**src/rtl/fib_pkg.sv**
```systemverilog
// Shared definitions for the Fibonacci generator and its consumers.
//   FIB_W       width of a binary Fibonacci term
//   BCD_DIGITS  number of packed BCD digits used to display a term
//   bcd_state_t state encoding of the binary-to-BCD converter
//   bcd_t       packed BCD word, digit 0 in bits [3:0]
//   pow10()     constant helper for elaboration-time range checks
package fib_pkg;

    localparam int FIB_W      = 16;
    localparam int BCD_DIGITS = 5;

    typedef enum logic [1:0] {
        IDLE  = 2'd0,
        SHIFT = 2'd1,
        DONE  = 2'd2
    } bcd_state_t;

    typedef logic [4*BCD_DIGITS-1:0] bcd_t;

    function automatic longint unsigned pow10(input int n);
        longint unsigned r;
        r = 64'd1;
        for (int i = 0; i < n; i++) begin
            r = r * 64'd10;
        end
        return r;
    endfunction

endpackage

```
**src/rtl/fib_bcd_adjust.sv**
```systemverilog
// Double-dabble digit correction: every BCD nibble that is 5 or more gets +3
// so that the following left shift carries correctly into the next digit.
//   bcd_in   packed BCD field before the shift
//   bcd_out  corrected BCD field, ready to be shifted
module fib_bcd_adjust #(
    parameter int DIGITS = 5
) (
    input  logic [4*DIGITS-1:0] bcd_in,
    output logic [4*DIGITS-1:0] bcd_out
);

    always_comb begin
        bcd_out = bcd_in;
        for (int i = 0; i < DIGITS; i++) begin
            if (bcd_in[4*i +: 4] >= 4'd5) begin
                bcd_out[4*i +: 4] = bcd_in[4*i +: 4] + 4'd3;
            end
        end
    end

endmodule

```
**src/rtl/fib_bcd_conv.sv**
```systemverilog
// Converts one binary Fibonacci term per handshake into packed BCD using an
// iterative shift-and-add-3 engine (one bit per clock). Terms flagged as
// overflowed skip conversion and are reported with a zero BCD value.
//   clk, rst_n                      clock, async active-low reset
//   in_valid/in_ready/in_data       upstream term handshake
//   in_overflow                     upstream term overflowed W bits
//   out_valid/out_ready/out_bcd     result handshake, digit 0 in [3:0]
//   out_overflow                    result belongs to an overflowed term
//
// state | meaning
// IDLE  | waiting for a term, in_ready=1
// SHIFT | one adjust+shift per clock, W clocks in total
// DONE  | result presented, held until out_ready
module fib_bcd_conv
    import fib_pkg::*;
#(
    parameter int W      = FIB_W,
    parameter int DIGITS = BCD_DIGITS
) (
    input  logic                clk,
    input  logic                rst_n,
    input  logic                in_valid,
    output logic                in_ready,
    input  logic [W-1:0]        in_data,
    input  logic                in_overflow,
    output logic                out_valid,
    input  logic                out_ready,
    output logic [4*DIGITS-1:0] out_bcd,
    output logic                out_overflow
);

    localparam int SR_W  = 4*DIGITS + W;
    localparam int CNT_W = $clog2(W + 1);
    localparam longint unsigned MAX_BIN = (64'd1 << W) - 64'd1;

    // The top digit can never receive a carry if DIGITS decimal digits
    // cover the largest W-bit value.
    if (pow10(DIGITS) <= MAX_BIN) begin : g_digits_check
        $error("fib_bcd_conv: DIGITS too small to hold 2^W-1");
    end

    bcd_state_t state, state_nxt;

    logic [SR_W-1:0]     sr;
    logic [CNT_W-1:0]    cnt;
    logic [4*DIGITS-1:0] bcd_adj;
    logic [SR_W-1:0]     sr_shift;
    logic                last_bit;

    fib_bcd_adjust #(.DIGITS(DIGITS)) u_adjust (
        .bcd_in  (sr[SR_W-1:W]),
        .bcd_out (bcd_adj)
    );

    // Adjust the BCD field first, then shift the whole register left by one.
    assign sr_shift = {bcd_adj[4*DIGITS-2:0], sr[W-1:0], 1'b0};
    assign last_bit = (cnt == CNT_W'(1));

    assign in_ready  = (state == IDLE);
    assign out_valid = (state == DONE);

    always_ff @(posedge clk or negedge rst_n) begin
        if (!rst_n) begin
            state <= IDLE;
        end else begin
            state <= state_nxt;
        end
    end

    always_comb begin
        state_nxt = state;
        unique case (state)
            IDLE: begin
                if (in_valid) begin
                    state_nxt = in_overflow ? DONE : SHIFT;
                end
            end
            SHIFT: begin
                if (last_bit) begin
                    state_nxt = DONE;
                end
            end
            DONE: begin
                if (out_ready) begin
                    state_nxt = IDLE;
                end
            end
            default: state_nxt = IDLE;
        endcase
    end

    always_ff @(posedge clk or negedge rst_n) begin
        if (!rst_n) begin
            sr           <= '0;
            cnt          <= '0;
            out_bcd      <= '0;
            out_overflow <= 1'b0;
        end else begin
            unique case (state)
                IDLE: begin
                    if (in_valid) begin
                        if (in_overflow) begin
                            out_bcd      <= '0;
                            out_overflow <= 1'b1;
                        end else begin
                            sr  <= {{(4*DIGITS){1'b0}}, in_data};
                            cnt <= CNT_W'(W);
                        end
                    end
                end
                SHIFT: begin
                    sr  <= sr_shift;
                    cnt <= cnt - CNT_W'(1);
                    if (last_bit) begin
                        out_bcd      <= sr_shift[SR_W-1:W];
                        out_overflow <= 1'b0;
                    end
                end
                DONE: begin
                end
                default: begin
                end
            endcase
        end
    end

endmodule

```
**config.mk**
```make
export PLATFORM = sky130hd
export DESIGN_NAME = fib_bcd_conv
export DESIGN_NICKNAME = d
export VERILOG_FILES = /design/src/rtl/fib_pkg.sv /design/src/rtl/fib_bcd_adjust.sv /design/src/rtl/fib_bcd_conv.sv
export SDC_FILE = /design/constraint.sdc
export NUM_CORES = 1
export LEC_CHECK = 0
export BUFFER_PORTS_ARGS = -buffer_cell sky130_fd_sc_hd__buf_2
export CORE_UTILIZATION = 55
export DETAILED_ROUTE_END_ITERATION = 10
export MAX_ROUTING_LAYER = met4
export PLACE_DENSITY = 0.77
export SLEW_MARGIN = 20
export SYNTH_ARGS = -nofsm -noshare
export SYNTH_HDL_FRONTEND = slang
export SYNTH_SLANG_ARGS = --single-unit
```
**constraint.sdc**
```tcl
create_clock -name clk -period 2.2 [get_ports clk]
set_input_delay 0.11 -clock clk [delete_from_list [all_inputs] [get_ports clk]]
set_output_delay 0.11 -clock clk [all_outputs]
set_load 0.01 [all_outputs]
```
==> impl_metrics.ini, run 1 <==
[sta]
layout_setup_ws_ps = 406
finalSetupViolations = 0
hold-worst-slack_ps = 56.7
slew_viol_final = 0
relSlewSlack = 0.561
timing.final.hold_violations = 0
tns_ps = 0
period_share = 0.815
finalCriticalPeriod_ps = 1790
worst_slew_pin_slew_ps = 659
rsz0062_at_grt = false
fmax_ghz = 0.557
fin_skew_ps = 7.63

[layout]
drive_above_1_share = 0.227
fin_util = 0.664
area_delta_synth_final_pct = 16.5
postLayoutCellArea_um2 = 3630
mostFrequentLayoutCells = dfrtp_1 (64), o21ai_0 (60), buf_2 (43), nand2_1 (42), nand3_1 (16)
antenna_cells = 0
nets = 390
final_cells = 434
layout_commonest_cell = dfrtp_1

[detailed_routing]
final_antenna_net_count = 0
first_pass_iters = 4
wire_per_inst_um = 14.8
drt_iter0_drc = 151
via_per_inst = 5.47
drc_errors = 0
via_count = 2375
routed_wl_um = 6410

[worst_setup_path]
crit_path_end_kind = register
worstRegToRegCells = 6
rr_endpoint = out_bcd[10]$_DFFE_PN0P_
cp_data_required_time_ps = 2430
arrival_ps = 2020
cpPeakStageDelay_ps = 420
crit_chain = inv_1 -> ha_1 -> nand2b_1 -> a21oi_1 -> mux2_2 -> o21ai_0
cp-start-kind = register
rrSetupSlack_ps = 410
critical_path.slowest_cell = dfrtp_1
critPathMaxFanout = 4
worstSetupPathType = reg -> reg
reg2reg_from = sr[24]$_DFFE_PN0P_

[global_route]
grt_usage = 0.246
grt_max_degree = 39
overflow = 0
grt_pass1_wl_um = 10900
antenna_found_initial = 0
grt_pass1_vias = 2322

[flow_run]
max_cap_violations = 0

[place]
pre_cts_slack_ps = 453
io_buffers = 43
dpl_cell_area_um2 = 3400
gp_congestion = 0.765
dpl.hpwl_um = 4410
dp_cells = 415

[yosys]
post_synth_main_area_contributors = dfrtp_1 (51%), o21ai_0 (9.6%), nand2_1 (5.1%)
synth_cell_type_count = 34
postSynthCellCount = 309
ys_seq_area_frac = 0.513
synth-seq-cells = 64
synth_largest_area_cell = dfrtp_1
yosysWarnings = 0
synth_nets = 342
syn_area_um2 = 3120
syn_avg_cell_area_um2 = 10.1
synth_top_area_frac = 0.513

[floorplanning]
die_w_um = 77.3
fp.dieH_um = 77.3
core_um2 = 5470
die_area_um2 = 5980
start_util = 0.570
num_rows = 27
io_pins = 44

[clock_network]
cts_tree = done
clock_latency_ps = 340
cts_buffers = 9
cts.path.max_buffers = 2
htree_levels = 3
cts.sinks = 64
cts-root-buf = clkbuf_8
path_clk_slew_ps = 70
cts_setup_buffers = 0
cts_resized = 0

[power]
p_sw_mw = 1.86
total_power_mw = 4.85
swShare = 0.383
cellPowerDensity_nw_per_um2 = 1330
internal_power_mw = 2.99
pwr-share-comb = 0.386
ir_drop_uv = 705
leakagePower_nw = 1.68
clockPowerShare = 0.211
pwr-share-seq = 0.404

[hold_path]
hold-path-endpoint = sr[6]$_DFFE_PN0P_
worstHoldStart = in_data[6]
hold_path_class = in -> reg
holdPathStages = 3

[outcome]
status = completed
-- power by group through the flow --
stage	combinational [mW]	sequential, mW	clock [mW]
6_report	1.87	1.96	1.02
4_1_cts	1.88	1.95	1.04
3_3_place_gp	1.78	1.94	0
5_1_grt	2.14	2.01	1.08
3_5_place_dp	1.87	1.97	0
2_1_floorplan	1.35	1.93	0
-- cells by family (layout without fill, tap and decap cells) --
group / count (synthesis) / after routing / synth area share
and+or+nand+nor: 90 / 90 / 0.150
muxes: 25 / 25 / 0.0902
AOI/OAI and AO/OA: 80 / 80 / 0.132
xor gates and xnor gates: 7 / 7 / 0.0197
adders and majority gates: 12 / 12 / 0.0481
buffers and inverters: 31 / 84 / 0.0465
DFF: 64 / 64 / 0.513
-- worst max-delay path by stage --
stage / endpoint / slack, ps / from / cells past startpoint
2_1_floorplan: out_bcd[11]$_DFFE_PN0P_ / 590 / state[1]$_DFFE_PN0P_ / 5
5_1_grt: out_bcd[10]$_DFFE_PN0P_ / 260 / sr[24]$_DFFE_PN0P_ / 6
4_1_cts: out_bcd[2]$_DFFE_PN0P_ / 430 / sr[16]$_DFFE_PN0P_ / 6
6_report: out_bcd[10]$_DFFE_PN0P_ / 410 / sr[24]$_DFFE_PN0P_ / 6
3_3_place_gp: out_bcd[11]$_DFFE_PN0P_ / 480 / cnt[1]$_DFFE_PN0P_ / 6
3_5_place_dp: out_bcd[19]$_DFFE_PN0P_ / 450 / cnt[1]$_DFFE_PN0P_ / 6
-- layer usage --
layer / wire length, um / track usage
met3: 229 / 0.0452
met2: 2950 / 0.369
met4: 171 / 0.140
met1: 3050 / 0.314
met5: 0 / -
-- sequential cells by signal, summed over array words and instances, names as in the netlist --
| register | count |
|---|---|
| out_overflow | 1 |
| sr | 36 |
| cnt | 5 |
| out_bcd | 20 |
| state | 2 |
-- area by class of cell --
type	count	area, um2
Timing Repair Buffer	54	318
Clock buffer	13	159
Multi-Input combinational cell	214	1370
Clock inverter	3	40.0
Tap cell	72	90.1
Fill cell	455	1840
Inverter	14	52.6
Sequential cell	64	1600
-- cell usage after synthesis --
| cell | instances |
|---|---|
| dfrtp_1 | 64 |
| o21ai_0 | 60 |
| nand2_1 | 42 |
| nand3_1 | 16 |
| mux2i_1 | 15 |
| a21oi_1 | 14 |
| inv_1 | 14 |
| ha_1 | 12 |
| clkbuf_1 | 7 |
| nand2b_1 | 7 |
| xnor2_1 | 6 |
| buf_2 | 5 |
| mux2_2 | 5 |
| mux2_4 | 5 |
| nor3_1 | 5 |
| or3b_2 | 5 |
| nor2_1 | 4 |
| nor3b_1 | 4 |
| buf_4 | 2 |
| buf_6 | 2 |
| nor4_1 | 2 |
| a21boi_0 | 1 |
| and2_1 | 1 |
| and2b_1 | 1 |
| buf_1 | 1 |
| nor4b_2 | 1 |
| nor4b_4 | 1 |
| o21ai_1 | 1 |
| o21bai_1 | 1 |
| o22ai_1 | 1 |
| o31a_1 | 1 |
| o31ai_1 | 1 |
| or3_1 | 1 |
| xor2_1 | 1 |
-- worst max-delay path, delay by kind of cell (launching register included) --
family | cells | cell delay (ps)
flip-flops | 1 | 420
adder cells (fa/ha/maj) | 1 | 230
AO/OA/AOI/OAI | 2 | 480
buffers and inverters | 1 | 100
AND/OR/NAND/NOR | 1 | 80
multiplexers | 1 | 370
-- timing repair --
item,in CTS,in global routing
hold endpoints to repair,28,0
endpoints found under the setup margin,0,0
hold buffers,3,0
(Power assumes the default switching activity.)
==> run 2: changes to the inputs <==
--- a/config.mk
+++ b/config.mk
@@ -6,10 +6,10 @@
 export NUM_CORES = 1
 export LEC_CHECK = 0
 export BUFFER_PORTS_ARGS = -buffer_cell sky130_fd_sc_hd__buf_2
-export CORE_UTILIZATION = 55
+export CORE_UTILIZATION = 51
 export DETAILED_ROUTE_END_ITERATION = 10
 export MAX_ROUTING_LAYER = met4
-export PLACE_DENSITY = 0.77
+export PLACE_DENSITY = 0.75
 export SLEW_MARGIN = 20
 export SYNTH_ARGS = -nofsm -noshare
 export SYNTH_HDL_FRONTEND = slang
==> constraint.sdc (replaced) <==
create_clock -name clk -period 1.4 [get_ports clk]
set_input_delay 0.07 -clock clk [delete_from_list [all_inputs] [get_ports clk]]
set_output_delay 0.07 -clock clk [all_outputs]
set_load 0.01 [all_outputs]
==> impl_metrics.ini, run 2 (synthesis results as in run 1) <==
[layout]
fill_cells = 303
multiInputGateArea_um2 = 1880
nets = 463
regMostFlops = sr
largest_reg_flops = 36
layout_commonest_cell = dfrtp_1
antenna_cells = 0
area_delta_synth_final_pct = 57.9
fin_util = 0.832
final_cells = 510
largestRegisters = sr x36, out_bcd x20, cnt x5
mostFrequentLayoutCells = dfrtp_1 (63), buf_4 (51), o21ai_1 (43), buf_2 (42), nand2_1 (36)
ff_latch_area_um2 = 1600
drive_above_1_share = 0.536

[hold_path]
holdPathStages = 3
worstHoldStart = in_data[8]
hold_path_class = in -> reg
hold-path-endpoint = sr[8]$_DFFE_PN0P_

[worst_setup_path]
rrSetupSlack_ps = -310
critPathMaxFanout = 24
cp_data_required_time_ps = 1670
critPathTopFamily = simple AND/OR/NAND/NOR gates
worstSetupPathType = reg -> reg
worstRegToRegCells = 7
crit_path_end_kind = register
cp-start-kind = register
reg2reg_from = state[0]$_DFFE_PN0P_
cpPeakStageDelay_ps = 410
rr_endpoint = cnt[0]$_DFFE_PN0P_
crit_chain = buf_4 -> and2b_2 -> buf_8 -> nor2_4 -> buf_6 -> nand2_1 -> o21ai_1
arrival_ps = 1970
critical_path.slowest_cell = dfrtp_1
critPathLaunch = state[0]$_DFFE_PN0P_
timing.critical_path.buf_inv = 3

[outcome]
status = finished, violations left
violations = negative setup slack

[global_route]
grt_pass1_wl_um = 12400
grt_max_degree = 50
overflow = 0
grt_pass1_vias = 2655
antenna_found_initial = 0
grt_usage = 0.268

[power]
cellPowerDensity_nw_per_um2 = 2290
total_power_mw = 11.3
leakagePower_nw = 2.25
ir_drop_uv = 1410

[flow_run]
max_cap_violations = 0

[sta]
timing.final.hold_violations = 0
finalSetupViolations = 63
rsz0062_at_grt = true
finalCriticalPeriod_ps = 1710
hold-worst-slack_ps = 2.02
fmax_ghz = 0.586
period_share = 1.22
relSlewSlack = 0.727
fin_skew_ps = 13.8
worst_slew_pin_slew_ps = 405
layout_setup_ws_ps = -307
slew_viol_final = 0

[clock_network]
htree_levels = 3
cts_buffers = 9
cts_tree = done
cts-root-buf = clkbuf_8
clock_latency_ps = 350
cts.sinks = 64
cts.path.max_buffers = 2
path_clk_slew_ps = 80

[detailed_routing]
wire_per_inst_um = 19.1
routed_wl_um = 9740
drt_iter0_drc = 213
first_pass_iters = 4
via_count = 2852
drc_errors = 0
final_antenna_net_count = 0
via_per_inst = 5.59

[place]
pre_cts_slack_ps = -233
dp_cells = 460
io_buffers = 43
gp_congestion = 0.790
dpl.hpwl_um = 4700

[floorplanning]
die_w_um = 80.2
core_um2 = 5920
die_area_um2 = 6430
fp.dieH_um = 80.2
io_pins = 44
num_rows = 28
start_util = 0.527
[run 2: cell count changes in the layout (fill, tap and decap cells not counted), moves of 10 or more]
cell,delta
o21ai_1,+42
nand3_1,-10
inv_2,+11
ha_1,-11
inv_1,-11
buf_4,+44
buf_6,+10
o21ai_0,-53
nand3_2,+10
o21ai_2,+11
ha_4,+10
[run 2: power by group]
group / leakage (nW) / internal [mW] / switching (mW)
Combinational: 1.30 / 3.26 / 3.14
Clock: 0.109 / 0.969 / 0.783
Sequential: 0.841 / 2.53 / 0.590
[run 2: metrics by stage]
stage	TNS (ps)	cell area [um2]
floorplan	-1030	3200
global placement	-2550	3830
detailed placement	-4570	3830
CTS	-5040	4450
global route	-14090	4930
finish	-10430	4930
[run 2: how the worst max path moves through the flow]
stage	to	slack [ps]	cells after the start
6_report	cnt[0]$_DFFE_PN0P_	-310	7
5_1_grt	cnt[0]$_DFFE_PN0P_	-340	7
4_1_cts	out_bcd[19]$_DFFE_PN0P_	-140	6
3_5_place_dp	out_bcd[7]$_DFFE_PN0P_	-230	6
3_3_place_gp	out_bcd[7]$_DFFE_PN0P_	-150	6
2_1_floorplan	out_bcd[11]$_DFFE_PN0P_	-150	7
[run 2: per-layer routing]
| metal | up-vias | global-route usage | routed length (um) |
|---|---|---|---|
| li1 | 1304 | - | - |
| met1 | 1409 | 0.311 | 3910 |
| met2 | 109 | 0.437 | 5020 |
| met3 | 30 | 0.0739 | 479 |
| met4 | 0 | 0.113 | 326 |
| met5 | - | - | 0 |
[run 2: area by class of cell]
class	count	share of cell area
sequential	64	0.325
inverter	14	0.0107
tap	75	0.0191
timing repair buffer	127	0.218
clock inverter	4	0.0104
clock buffer	12	0.0335
multi-input combinational	214	0.383
[run 2: what timing repair did]
item	in CTS	in global routing
gates cloned	2	3
setup endpoints to repair	62	65
endpoints found under the hold margin	26	0
pin swaps	10	27
hold buffers	12	0
buffers inserted	11	8
resized for setup	47	88
[run 2: tightest hold or removal path, cell delays in order]
cell and delay [ps]:
buf_2 80, mux2i_1 50, o21ai_1 110
==> run 3: changes to the inputs <==
--- a/config.mk
+++ b/config.mk
@@ -10,7 +10,9 @@
 export DETAILED_ROUTE_END_ITERATION = 10
 export MAX_ROUTING_LAYER = met4
 export PLACE_DENSITY = 0.75
+export SETUP_SLACK_MARGIN = 0.05
 export SLEW_MARGIN = 20
 export SYNTH_ARGS = -nofsm -noshare
 export SYNTH_HDL_FRONTEND = slang
 export SYNTH_SLANG_ARGS = --single-unit
+export TNS_END_PERCENT = 20
==> impl_metrics.ini, run 3 (synthesis results as in run 1) <==
[clock_network]
cts_tree = done
cts-root-buf = clkbuf_8
cts.sinks = 64
clock_latency_ps = 340
cts_buffers = 9
path_clk_slew_ps = 70
cts.path.max_buffers = 2
htree_levels = 3

[floorplanning]
die_area_um2 = 6430
io_pins = 44
core_um2 = 5920
start_util = 0.527
die_w_um = 80.2
num_rows = 28
fp.dieH_um = 80.2

[worst_setup_path]
rr_endpoint = out_bcd[3]$_DFFE_PN0P_
worstSetupPathType = reg -> reg
cp_data_required_time_ps = 1630
rrSetupSlack_ps = -190
cpPeakStageDelay_ps = 390
cp-start-kind = register
crit_path_end_kind = register
worstRegToRegCells = 6
reg2reg_from = cnt[1]$_DFFE_PN0P_
critPathMaxFanout = 6
critical_path.slowest_cell = dfrtp_1
crit_chain = inv_2 -> ha_4 -> nor4b_4 -> nand2_2 -> and2_4 -> mux2_4
arrival_ps = 1820

[sta]
slew_viol_final = 0
relSlewSlack = 0.768
timing.final.hold_violations = 0
worst_slew_pin_slew_ps = 348
fmax_ghz = 0.630
finalCriticalPeriod_ps = 1590
rsz0062_at_grt = true
layout_setup_ws_ps = -188
fin_skew_ps = 7.96
period_share = 1.13
finalSetupViolations = 32

[outcome]
status = finished, violations left
violations = negative setup slack

[layout]
drive_above_1_share = 0.437
largestRegisters = sr x36, out_bcd x20, cnt x5
mostFrequentLayoutCells = dfrtp_1 (62), buf_2 (43), nand2_1 (40), buf_4 (37), o21ai_0 (33)
regMostFlops = sr
antenna_cells = 0
nets = 431
largest_reg_flops = 36
layout_commonest_cell = dfrtp_1
fin_util = 0.722
area_delta_synth_final_pct = 37.1

[hold_path]
hold-path-endpoint = sr[8]$_DFFE_PN0P_
hold_path_class = in -> reg
holdPathStages = 3
worstHoldStart = in_data[8]

[detailed_routing]
wire_per_inst_um = 15.0
drt_iter0_drc = 177
final_antenna_net_count = 0
routed_wl_um = 7180
via_per_inst = 5.35
drc_errors = 0
first_pass_iters = 4
via_count = 2558

[power]
ir_drop_uv = 1350
leakagePower_nw = 1.96
cellPowerDensity_nw_per_um2 = 2180

[global_route]
grt_pass1_vias = 2481
grt_usage = 0.250
grt_max_degree = 65
grt_pass1_wl_um = 11700
overflow = 0
antenna_found_initial = 0

[place]
dpl.hpwl_um = 4540
gp_congestion = 0.837
pre_cts_slack_ps = -227
io_buffers = 43

[flow_run]
max_cap_violations = 0
[run 3: critical path, delay by kind of cell, from the launching register on]
kind                       cells  cell delay, ps
adders and majority gates      1             130
buffers and inverters          1              80
DFF                            1             390
muxes                          1             300
and+or+nand+nor                3             580
[run 3: final cells by class]
cell class | instances | area, um2
multi-input combinational | 214 | 1680
inverter | 14 | 55.1
clock buffer | 11 | 141
timing repair buffer | 95 | 674
fill | 414 | 1640
clock inverter | 5 | 32.5
sequential | 64 | 1600
tap | 75 | 93.8
[run 3: how the worst max path moves through the flow]
| stage | start | to | slack (ps) | cells past startpoint |
|---|---|---|---|---|
| 2_1_floorplan | cnt[1]$_DFFE_PN0P_ | out_bcd[11]$_DFFE_PN0P_ | -150 | 7 |
| 3_3_place_gp | cnt[1]$_DFFE_PN0P_ | out_bcd[3]$_DFFE_PN0P_ | -160 | 6 |
| 3_5_place_dp | cnt[1]$_DFFE_PN0P_ | out_bcd[3]$_DFFE_PN0P_ | -230 | 6 |
| 4_1_cts | cnt[0]$_DFFE_PN0P_ | cnt[4]$_DFFE_PN0P_ | -90 | 6 |
| 5_1_grt | cnt[1]$_DFFE_PN0P_ | out_bcd[7]$_DFFE_PN0P_ | -250 | 6 |
| 6_report | cnt[1]$_DFFE_PN0P_ | out_bcd[3]$_DFFE_PN0P_ | -190 | 6 |
[run 3: power breakdown]
part           total, mW  switching [mW]  internal (mW)
Combinational       4.80            2.33           2.47
Clock               1.41           0.730          0.684
Sequential          3.10           0.574           2.53
Total               9.32            3.64           5.68
[run 3: through the flow]
step	TNS [ps]	cells	power, mW	hold slack, ps	area [um2]
finish	-2300	478	9.32	1.52	4280
global route	-6120	478	10.0	8.00	4280
CTS	-1440	476	9.00	10.5	4180
detailed placement	-3840	451	7.07	112	3790
global placement	-1730	451	6.90	109	3790
floorplan	-1480	309	5.53	-226	3250
[run 3: timing repair]
action                                  4_1_cts  5_1_grt
setup buffers                                 6        1
resized for setup                            49       29
hold endpoints to repair                     66        1
hold buffers                                  3        1
endpoints found under the setup margin       57       64
pin swaps                                    13        7
[run 3: layer usage]
layer | track usage | up-vias | wire length (um)
li1 | - | 1247 | -
met1 | 0.306 | 1244 | 3210
met2 | 0.400 | 58 | 3580
met3 | 0.0568 | 9 | 281
met4 | 0.105 | 0 | 101
met5 | - | - | 0
